**config.mk**
```make
export PLATFORM = sky130hd
export DESIGN_NAME = rram_uart_tx
export DESIGN_NICKNAME = d
export VERILOG_FILES = /design/src/rtl/rram_uart_tx.sv
export SDC_FILE = /design/constraint.sdc
export NUM_CORES = 1
export LEC_CHECK = 0
export CORE_ASPECT_RATIO = 2
export CORE_UTILIZATION = 52
export CTS_CLUSTER_SIZE = 10
export DETAILED_ROUTE_END_ITERATION = 10
export GPL_TIMING_DRIVEN = 0
export HOLD_SLACK_MARGIN = 0.02
export PLACE_DENSITY = 0.92
export SYNTH_ARGS = -nofsm -noshare
export SYNTH_HDL_FRONTEND = slang
export SYNTH_SLANG_ARGS = --single-unit
```
**constraint.sdc**
```tcl
create_clock -name clk -period 3 [get_ports clk]
set_input_delay 0.3 -clock clk [delete_from_list [all_inputs] [get_ports clk]]
set_output_delay 0.3 -clock clk [all_outputs]
set_load 0.1 [all_outputs]
```
**src/rtl/rram_uart_tx.sv**
```systemverilog
// rram_uart_tx -- serial output stage of the RRAM controller.
//
// Captures a 64-bit word on a one-cycle tx_en strobe and sends its top
// NUM_BYTES bytes over a UART line, most-significant byte first. Each byte
// is an 8N1 frame (start bit, 8 data bits LSB first, STOP_BITS stop bits).
// Bytes follow each other with no idle gap. A one-cycle DONE state closes
// the word.
//
// Optional feature: define RRAM_UART_PARITY_EN to insert an even-parity bit
// after the data bits of every byte. The frame then grows by one bit time.
//
// Handshake: tx_en is a one-cycle request. It is accepted only when the FSM
// is IDLE. tx_dv is the busy flag. It reads 1 combinationally in the cycle
// tx_en is accepted, and it stays 1 until the cycle after DONE. A tx_en
// seen while tx_dv is already high from an earlier word is dropped.
//
// Ports:
//   clk        system clock, rising edge
//   rst        asynchronous reset, active low
//   tx_en      one-cycle strobe: capture tx_reg and start sending
//   tx_reg     word to send; byte [63:56] goes out first
//   tx_dv      busy flag (combinational with tx_en while IDLE)
//   tx_serial  UART line, registered, idles high
//   tx_done    registered one-cycle pulse during the DONE state
//   fsm_state  current FSM state, for debug and checker binding

module rram_uart_tx #(
  parameter int CLKS_PER_BIT = 868,
  parameter int NUM_BYTES    = 8,
  parameter int STOP_BITS    = 1
) (
  input  logic        clk,
  input  logic        rst,
  input  logic        tx_en,
  input  logic [63:0] tx_reg,
  output logic        tx_dv,
  output logic        tx_serial,
  output logic        tx_done,
  output logic [2:0]  fsm_state
);

  localparam int BAUD_W = (CLKS_PER_BIT > 1) ? $clog2(CLKS_PER_BIT) : 1;

`ifdef RRAM_UART_PARITY_EN
  typedef enum logic [2:0] {
    IDLE   = 3'd0,
    START  = 3'd1,
    DATA   = 3'd2,
    STOP   = 3'd3,
    DONE   = 3'd4,
    PARITY = 3'd5
  } state_t;
`else
  typedef enum logic [2:0] {
    IDLE  = 3'd0,
    START = 3'd1,
    DATA  = 3'd2,
    STOP  = 3'd3,
    DONE  = 3'd4
  } state_t;
`endif

  state_t              state, state_n;
  logic [BAUD_W-1:0]   baud_cnt, baud_n;
  logic [2:0]          bit_cnt, bit_n;
  logic [2:0]          byte_cnt, byte_n;
  logic                stop_cnt, stop_n;
  logic [63:0]         shreg, shreg_n;
  logic                busy_reg, busy_n;
  logic                serial_n;
  logic                done_n;
  logic                baud_last;
  logic [7:0]          next_byte;

  assign baud_last = (baud_cnt == BAUD_W'(CLKS_PER_BIT - 1));
  assign tx_dv     = busy_reg | (tx_en & (state == IDLE));
  assign fsm_state = state;

  // Next-state logic. Every bit-time transition happens on the terminal
  // baud count, so each line level is held for exactly CLKS_PER_BIT cycles.
  always_comb begin
    state_n = state;
    baud_n  = baud_cnt;
    bit_n   = bit_cnt;
    byte_n  = byte_cnt;
    stop_n  = stop_cnt;
    shreg_n = shreg;
    busy_n  = busy_reg;
    done_n  = 1'b0;
    case (state)
      IDLE: begin
        if (tx_en) begin
          shreg_n = tx_reg;
          byte_n  = '0;
          bit_n   = '0;
          baud_n  = '0;
          busy_n  = 1'b1;
          state_n = START;
        end
      end
      START: begin
        if (baud_last) begin
          baud_n  = '0;
          bit_n   = '0;
          state_n = DATA;
        end else begin
          baud_n = baud_cnt + 1'b1;
        end
      end
      DATA: begin
        if (baud_last) begin
          baud_n = '0;
          if (bit_cnt == 3'd7) begin
            stop_n  = 1'b0;
`ifdef RRAM_UART_PARITY_EN
            state_n = PARITY;
`else
            state_n = STOP;
`endif
          end else begin
            bit_n = bit_cnt + 1'b1;
          end
        end else begin
          baud_n = baud_cnt + 1'b1;
        end
      end
`ifdef RRAM_UART_PARITY_EN
      PARITY: begin
        if (baud_last) begin
          baud_n  = '0;
          stop_n  = 1'b0;
          state_n = STOP;
        end else begin
          baud_n = baud_cnt + 1'b1;
        end
      end
`endif
      STOP: begin
        if (baud_last) begin
          baud_n = '0;
          if (stop_cnt == 1'(STOP_BITS - 1)) begin
            if (byte_cnt == 3'(NUM_BYTES - 1)) begin
              state_n = DONE;
              done_n  = 1'b1;
            end else begin
              // The next byte always sits in the top lane of the shifter.
              shreg_n = {shreg[55:0], 8'h00};
              byte_n  = byte_cnt + 1'b1;
              state_n = START;
            end
          end else begin
            stop_n = stop_cnt + 1'b1;
          end
        end else begin
          baud_n = baud_cnt + 1'b1;
        end
      end
      DONE: begin
        busy_n  = 1'b0;
        state_n = IDLE;
      end
      default: begin
        state_n = IDLE;
        busy_n  = 1'b0;
      end
    endcase
  end

  // The line level is computed from the state being entered. Registering it
  // lines tx_serial up with the state register and keeps the line glitch-free.
  always_comb begin
    next_byte = shreg_n[63:56];
    serial_n  = 1'b1;
    case (state_n)
      START:   serial_n = 1'b0;
      DATA:    serial_n = next_byte[bit_n];
`ifdef RRAM_UART_PARITY_EN
      PARITY:  serial_n = ^next_byte;
`endif
      default: serial_n = 1'b1;
    endcase
  end

  always_ff @(posedge clk or negedge rst) begin
    if (!rst) begin
      state     <= IDLE;
      baud_cnt  <= '0;
      bit_cnt   <= '0;
      byte_cnt  <= '0;
      stop_cnt  <= 1'b0;
      shreg     <= '0;
      busy_reg  <= 1'b0;
      tx_serial <= 1'b1;
      tx_done   <= 1'b0;
    end else begin
      state     <= state_n;
      baud_cnt  <= baud_n;
      bit_cnt   <= bit_n;
      byte_cnt  <= byte_n;
      stop_cnt  <= stop_n;
      shreg     <= shreg_n;
      busy_reg  <= busy_n;
      tx_serial <= serial_n;
      tx_done   <= done_n;
    end
  end

endmodule

```
### After elaboration in Yosys (flattened, before gate mapping)

Index checks and enable logic that the tools add are counted.

* register bits after elaboration: 87
* input bits: 67
* output and inout bits: 6
* logic and storage cells: 81

* $add $sub $neg: 4
* magnitude comparators: 1
* equal/unequal tests: 14
* multiplexer cells: 40
* bitwise gates (word level): 3
* reductions and logical operators: 9

Operator list (number)
* 64-bit two-way mux: 4
* 64-bit one-hot mux with 2 select lines: 1
* 3-bit two-way mux: 15
* 10-bit two-way mux: 2
* 10-bit one-hot mux with 2 select lines: 1
* 2-bit != test (second input constant): 6
* 3-bit one-hot mux with 4 select lines: 1
* 10-bit by 1-bit adder with 10-bit output (second input constant): 1
* 10-bit == test (second input constant): 1
* 1-bit two-way mux: 10
* 3-bit by 2-bit == test with 1-bit output (second input constant): 3
* 3-bit one-hot mux with 3 select lines: 1
* 3-bit by 1-bit adder with 3-bit output (second input constant): 2
* 3-bit by 1-bit == test with 1-bit output (second input constant): 2
* 3-bit == test (second input constant): 2
* 1-bit one-hot mux with 2 select lines: 3
* 3-bit one-hot mux with 2 select lines: 1
* 2-bit nonzero test: 3
* 5-bit AND reduction: 1
* 3-bit by 4-bit less-than comparator with 1-bit output (second input constant): 1
* 2-bit AND reduction: 2
* 4-bit AND reduction: 1
* 1-bit binary-select mux with 3-bit select: 1
* 3-bit zero test: 1
* other kinds (5): 5

### Logic depth before layout (Yosys ltp)

Gate-level depths: netlist (run 1).

* depth after elaboration: 8
* gate-level depth with buffers: 10
* depth with buffers taken out: 9

### Worst setup path after synthesis (run 1)

Ideal clock, no wire load.

* kind: register to output
* start: reg state[0], in the netlist fsm_state[0]
* end: out tx_dv
* data arrival time: 2.324 ns
* required time: 2.700 ns
* slack: 0.376 ns
* cell stages (with the launch flop): 6
* path buffers: 2
* path through: dfrtp_1 clkbuf_1 or3b_1 nor2_1 buf_2 or2_2

* word-level cells in the longest chain between the ends: 3

RTL lines
* start, declared: line 63 `state_t state, state_n;`
* start signal, assigned: line 196 `state <= state_n;`
* 3-bit zero test: line 76 `assign tx_dv = busy_reg | (tx_en & (state == IDLE));`
* 1-bit AND: line 76
* 1-bit bitwise OR: line 76
* end, declared: line 36 `output logic tx_dv,`

Every way passes these cells.

### Worst setup path in the final report (run 1)

Same ends and word-level chain as after synthesis.

==> results.py, run 1 <==
metrics = {
    "cells_and_area": {
        "layout.nets": 549,
        "drive_gt1_share_pct": 8.28,
        "area_delta_synth_final_pct": 29.5,
        "fillers": 504,
        "largest-register": "shreg",
        "reg_top3": "shreg: 64 flops, baud_cnt: 10 flops",
        "stdcell_count": 575,
        "largest_register_ffs": 64,
        "utilization_pct": 70.0,
        "diodes": 0,
    },
    "logic_synthesis": {
        "synth_top_area_cell": "dfrtp_1",
        "synth_seq_cells": 86,
        "syn-num-nets": 464,
        "synth_top_family_by_area": "simple AND/OR/NAND/NOR gates",
        "syn_area_mm2": 0.00393,
        "seq_area_frac_synth_pct": 54.8,
        "ys_async_sr_fraction_pct": 100,
        "yosys.area_share.xor_xnor_pct": 0.669,
        "avgSynthCellArea_um2": 10.0,
        "netlist_top_cells_count": "116 x nand2_1, 85 x dfrtp_1, 54 x a22oi_1, 15 x clkbuf_1, 13 x a22o_1",
        "yosys.area_share.simple_pct": 19.8,
        "synth-adder-area-share_pct": 1.27,
        "postSynthCellCount": 393,
        "synth.most_common_cell": "nand2_1",
        "synthFlopType": "dfrtp_1",
        "synthMuxAreaShare_pct": 0.796,
        "yosysTopAreaCellShare_pct": 54.1,
        "synth_compound_area_share_pct": 19.2,
        "synth-edff-count": 0,
        "synth_cell_types": 49,
        "synth_area_leaders": "dfrtp_1 54%, nand2_1 11%, a22oi_1 10%, a22o_1 2.9%, o21ai_0 1.5%",
        "ys.warnings.count": 0,
    },
    "timing": {
        "tightest_slew_ps": 962,
        "hold_ws_ps": 447,
        "relSlewSlack_pct": 35.7,
        "fin_crit_sh_pct": 96.7,
        "hold_viol": 0,
        "grt_setup_unrepaired": "no",
        "fin_crit_ps": 2900,
        "drv_slew": 0,
        "fmax_mhz": 345,
        "tns_ps": 0,
        "clock_skew_ps": 12.3,
        "setup_violations": 0,
    },
    "setup_path": {
        "critical_path_class": "register to output port",
        "reg2reg_depth": 8,
        "critPathArrivalTime_ps": 2600,
        "crit_required_ps": 2700,
        "worst_setup_path_end_kind": "output port",
        "cp_max_fo": 10,
        "crit_path_start_kind": "register",
    },
    "drt": {
        "wire_per_inst_um": 17.9,
        "vias": 3415,
        "drtIter0Drc": 171,
        "drc_errors": 0,
        "wl_um": 10300,
        "drtAntennaViolNets": 0,
        "vias_per_cell": 5.94,
        "firstDrtPassIters": 5,
    },
    "clocking": {
        "clk_pin_slew_ps": 70,
        "cts-htree-levels": 3,
        "cts_num_sinks": 86,
        "post_cts_buffers": 0,
        "root_buffer": "clkbuf_16",
        "clk_latency_ps": 340,
        "cts_tree": "done",
        "cts_buffers": 9,
        "clockBufferDepth": 2,
    },
    "flow_run": {
        "maxCapViolations": 0,
    },
    "floorplanning": {
        "die_y_um": 125,
        "die-width_um": 63.5,
        "pin_count": 73,
        "die-area_mm2": 0.00793,
        "start_util_pct": 54.1,
        "fp-row-count": 44,
        "core_area_mm2": 0.00727,
    },
    "pwr": {
        "switching_share_pct": 22.0,
        "pwr-share-comb_pct": 6.7,
        "power_frac_seq_pct": 49.1,
        "intPower_w": 0.00195,
        "p_per_area_mw_per_mm2": 493,
        "ir_drop_uv": 496,
        "power.share.clock_pct": 44.1,
        "p_switching_w": 0.000553,
        "total_power_w": 0.00251,
        "p_leak_nw": 2.39,
    },
    "place": {
        "gp_congestion": 0.889,
        "post-dp-hpwl_um": 7170,
        "dp_cells": 558,
        "numPortBuffers": 72,
    },
    "grt": {
        "grt_max_degree": 55,
        "grt-ovfl-total": 0,
        "grt_pass1_wl_um": 17100,
        "grt_util_all_layers_pct": 28.3,
        "antenna_found_initial": 0,
        "grt_pass1_vias": 3618,
    },
    "outcome": {
        "status": "complete, no violations",
    },
    "hold_path": {
        "hold_path_class": "input pin to asynchronous set/reset pin",
    },
}
-- worst max-delay path, stage by stage, from the launching register on --
cell	delay, ps
dfrtp_1	370
clkbuf_1	190
or3b_1	460
nor2_1	320
buf_2	320
or2_2	170
buf_2	420
-- routing by layer --
layer  vias to the layer above  track usage [%]  share of wire, %
met5                         -                0                 0
met4                         0             18.0               5.2
met3                        44             4.76               4.7
met2                       155             49.7                55
met1                      1654             30.5                35
li1                       1562                -                 -
-- through the flow --
step | setup slack (ps) | instance area [um^2]
floorplan | 376 | 3930
global route | 0.599 | 5090
global placement | -1320 | 4760
finish | 100 | 5090
detailed placement | -415 | 4790
CTS | 106 | 5090
-- final timing paths --
check                           slack [ps]    startpoint     endpoint
worst max register to register         270   baud_cnt[0]    tx_serial
worst min-delay path                   450           rst  baud_cnt[8]
worst max-delay path                   100  fsm_state[0]        tx_dv
max in group asynchronous             1940           rst    shreg[61]
worst min register to register         480     shreg[59]    shreg[59]
min in group clk                       480     shreg[59]    shreg[59]
-- timing repair --
item,in CTS,in global routing
hold buffers,1,0
endpoints found under the hold margin,31,0
gates resized for setup,5,0
setup endpoints to repair,1,0
-- power groups by stage --
| stage | Combinational, W | Clock [W] | Sequential (W) |
|---|---|---|---|
| global placement | 0.000157 | 0 | 0.00125 |
| global route | 0.000187 | 0.00115 | 0.00123 |
| detailed placement | 0.000166 | 0 | 0.00125 |
| CTS | 0.000171 | 0.00111 | 0.00123 |
| floorplan | 0.0000404 | 0 | 0.00124 |
| finish | 0.000169 | 0.00111 | 0.00123 |
-- layout make-up --
type,instances,area [um^2],share of cell area (%)
sequential,86,2150,42.3
buffer,26,115,2.26
timing repair buffer,74,751,14.8
clock inverter,5,60.1,1.18
multi-input combinational,275,1640,32.2
clock buffer,11,233,4.57
tap,92,115,2.26
inverter,6,22.5,0.443
-- logic make-up after synthesis --
family,Yosys count
XOR/XNOR,3
adder cells (fa/ha/maj),4
flip-flops,86
AND/OR/NAND/NOR,164
buffers and inverters,32
AO/OA/AOI/OAI,101
multiplexers,3
-- layout by cell type, fill, tap and decap left out, drive strengths merged, types with 2 or more instances in the layout --
cell and count:
xor2 2, a41oi 2, nor2b 5, or2b 2, dfrtp 85, a31oi 2, or3b 2, a22oi 55
clkinv 3, clkbuf 26, inv 6, ha 4, nand4 2, nand3 5, a22o 13, or2 2
a21boi 4, clkdlybuf4s50 70, buf 14, and2 3, nand2 116, and3 5, a21o 2, o21ai 12
nor3 8, nor3b 2, a21oi 3, mux2i 2, nor2 6, o31ai 4
(Power assumes the default switching activity.)
==> inputs of run 2 (changes only) <==
==> constraint.sdc (replaced) <==
create_clock -name clk -period 3 [get_ports clk]
set_input_delay 0.9 -clock clk [delete_from_list [all_inputs] [get_ports clk]]
set_output_delay 0.9 -clock clk [all_outputs]
set_load 0.1 [all_outputs]
==> run 2 against run 1 <==
Sequential cell count stayed put. Routed wire length is 3.4% higher. Clock skew is 3.9 ps lower. Global-route usage is 1.1 points higher. Maximum frequency is 2.6% lower. Total power is 0.77% lower. Clock-buffer cell count is 4 higher. Die area stayed put. Critical path type is now input pin to output port. Critical endpoint unchanged.
==> results.py, run 2 (synthesized netlist as in run 1, its figures left out) <==
metrics = {
    "grt": {
        "grt_pass1_wl_um": 17700,
        "antenna_found_initial": 0,
        "grt_pass1_vias": 3724,
        "grt_util_all_layers_pct": 29.4,
        "grt-ovfl-total": 0,
        "grt_max_degree": 76,
    },
    "pwr": {
        "ir_drop_uv": 504,
        "p_per_area_mw_per_mm2": 484,
        "p_leak_nw": 2.43,
    },
    "place": {
        "numPortBuffers": 72,
        "preCtsSetupSlack_ps": -1640,
        "dp_cells": 558,
        "post-dp-hpwl_um": 7200,
        "gp_congestion": 0.896,
    },
    "floorplanning": {
        "start_util_pct": 54.1,
        "die-width_um": 63.5,
        "fp-row-count": 44,
        "die-area_mm2": 0.00793,
        "die_y_um": 125,
        "pin_count": 73,
        "core_area_mm2": 0.00727,
    },
    "setup_path": {
        "cp_max_fo": 2,
        "r2r_slack_ps": 150,
        "crit_path_start_kind": "input pin",
        "cp-endpoint": "tx_dv",
        "slowest_stage": "or3b_4",
        "crit_required_ps": 2100,
        "critical_path_class": "input pin to output port",
        "cpPeakStageDelay_ps": 410,
        "reg2reg_depth": 8,
        "startpoint": "tx_en",
        "worst_setup_path_end_kind": "output port",
        "critPathArrivalTime_ps": 2080,
        "timing.rr.start": "baud_cnt[0]",
        "regToRegEndpoint": "tx_serial",
        "path_cells": "clkdlybuf4s15_1 > or3b_4 > nor2_4 > buf_8 > or2_4 > buf_12",
    },
    "cells_and_area": {
        "largest-register": "shreg",
        "mostFrequentLayoutCells": "116 x nand2_1, 83 x dfrtp_1, 68 x clkdlybuf4s50_1, 54 x a22oi_1, 17 x clkbuf_1",
        "diodes": 0,
        "layout.nets": 551,
        "utilization_pct": 70.8,
        "area_delta_synth_final_pct": 30.9,
        "layout_commonest_cell": "nand2_1",
        "drive_gt1_share_pct": 9.50,
        "fillers": 496,
        "largest_register_ffs": 64,
        "reg_top3": "shreg: 64 flops, baud_cnt: 10 flops",
        "stdcell_count": 576,
    },
    "drt": {
        "vias": 3496,
        "drc_errors": 0,
        "drtIter0Drc": 130,
        "wl_um": 10600,
        "vias_per_cell": 6.07,
        "firstDrtPassIters": 5,
        "wire_per_inst_um": 18.5,
        "drtAntennaViolNets": 0,
    },
    "clocking": {
        "postCtsHoldBufs": 0,
        "cts_buffers": 9,
        "cts_num_sinks": 86,
        "clk_latency_ps": 340,
        "cts_tree": "done",
        "cts-htree-levels": 3,
        "root_buffer": "clkbuf_16",
        "clockBufferDepth": 2,
        "clk_pin_slew_ps": 60,
    },
    "timing": {
        "relSlewSlack_pct": 34.5,
        "hold_ws_ps": 391,
        "fin_crit_ps": 2980,
        "grt_setup_unrepaired": "no",
        "hold_viol": 0,
        "clock_skew_ps": 8.37,
        "fin_crit_sh_pct": 99.3,
        "fmax_mhz": 336,
        "drv_slew": 0,
        "fin_ws_ps": 21.6,
        "setup_violations": 0,
        "tns_ps": 0,
        "tightest_slew_ps": 979,
    },
    "outcome": {
        "status": "complete, no violations",
    },
    "hold_path": {
        "hold_path_class": "input pin to asynchronous set/reset pin",
    },
    "flow_run": {
        "maxCapViolations": 0,
    },
}
## run 2: where the power goes
group	total [W]	leakage (nW)	internal (W)	switching [W]
logic	0.000168	1.21	0.000101	0.0000668
clock network	0.00108	0.142	0.000648	0.000436
registers	0.00123	1.08	0.00120	0.0000295
## run 2: layer usage
layer  share of wire [%]  track usage [%]
met5                   0                0
met4                 6.0             18.6
met3                 5.2             5.68
met2                  55             53.6
met1                  34             29.2
## run 2: what timing repair did
action                     CTS  global route
setup endpoints to repair    2             3
pin swaps                    1             1
resized for setup           17             2
buffers inserted             3             0
## run 2: cell type report
class                      instances  area [um^2]  share of cell area (%)
sequential                        86         2160                    41.9
multi-input combinational        275         1660                    32.2
clock buffer                      15          288                    5.59
tap                               92          115                    2.24
buffer                            26          125                    2.43
timing repair buffer              76          781                    15.2
inverter                           6         22.5                   0.438
## run 2: worst max-delay path: cells and delay by family
kind,cells,cell delay (ps)
buffers and inverters,3,500
AND/OR/NAND/NOR,3,680
## run 2: worst min-delay path by stage
stage,depth (start not counted),to,startpoint
2_1_floorplan,2,shreg[56],shreg[56]
5_1_grt,1,tx_done,rst
3_3_place_gp,2,shreg[59],shreg[59]
4_1_cts,1,tx_done,rst
3_5_place_dp,2,shreg[56],shreg[56]
6_report,1,tx_done,rst
## run 2: metrics by stage
| stage | power, W | cell area, um^2 |
|---|---|---|
| 2_1_floorplan | 0.00128 | 3930 |
| 3_3_place_gp | 0.00141 | 4770 |
| 3_5_place_dp | 0.00142 | 4790 |
| 4_1_cts | 0.00248 | 5130 |
| 5_1_grt | 0.00254 | 5140 |
| 6_report | 0.00249 | 5140 |
==> inputs of run 3 (changes only) <==
ABC_AREA = 0   (was default)
==> results of run 3 <==
The final DEF is identical to that of run 2; final timing and power are the same.
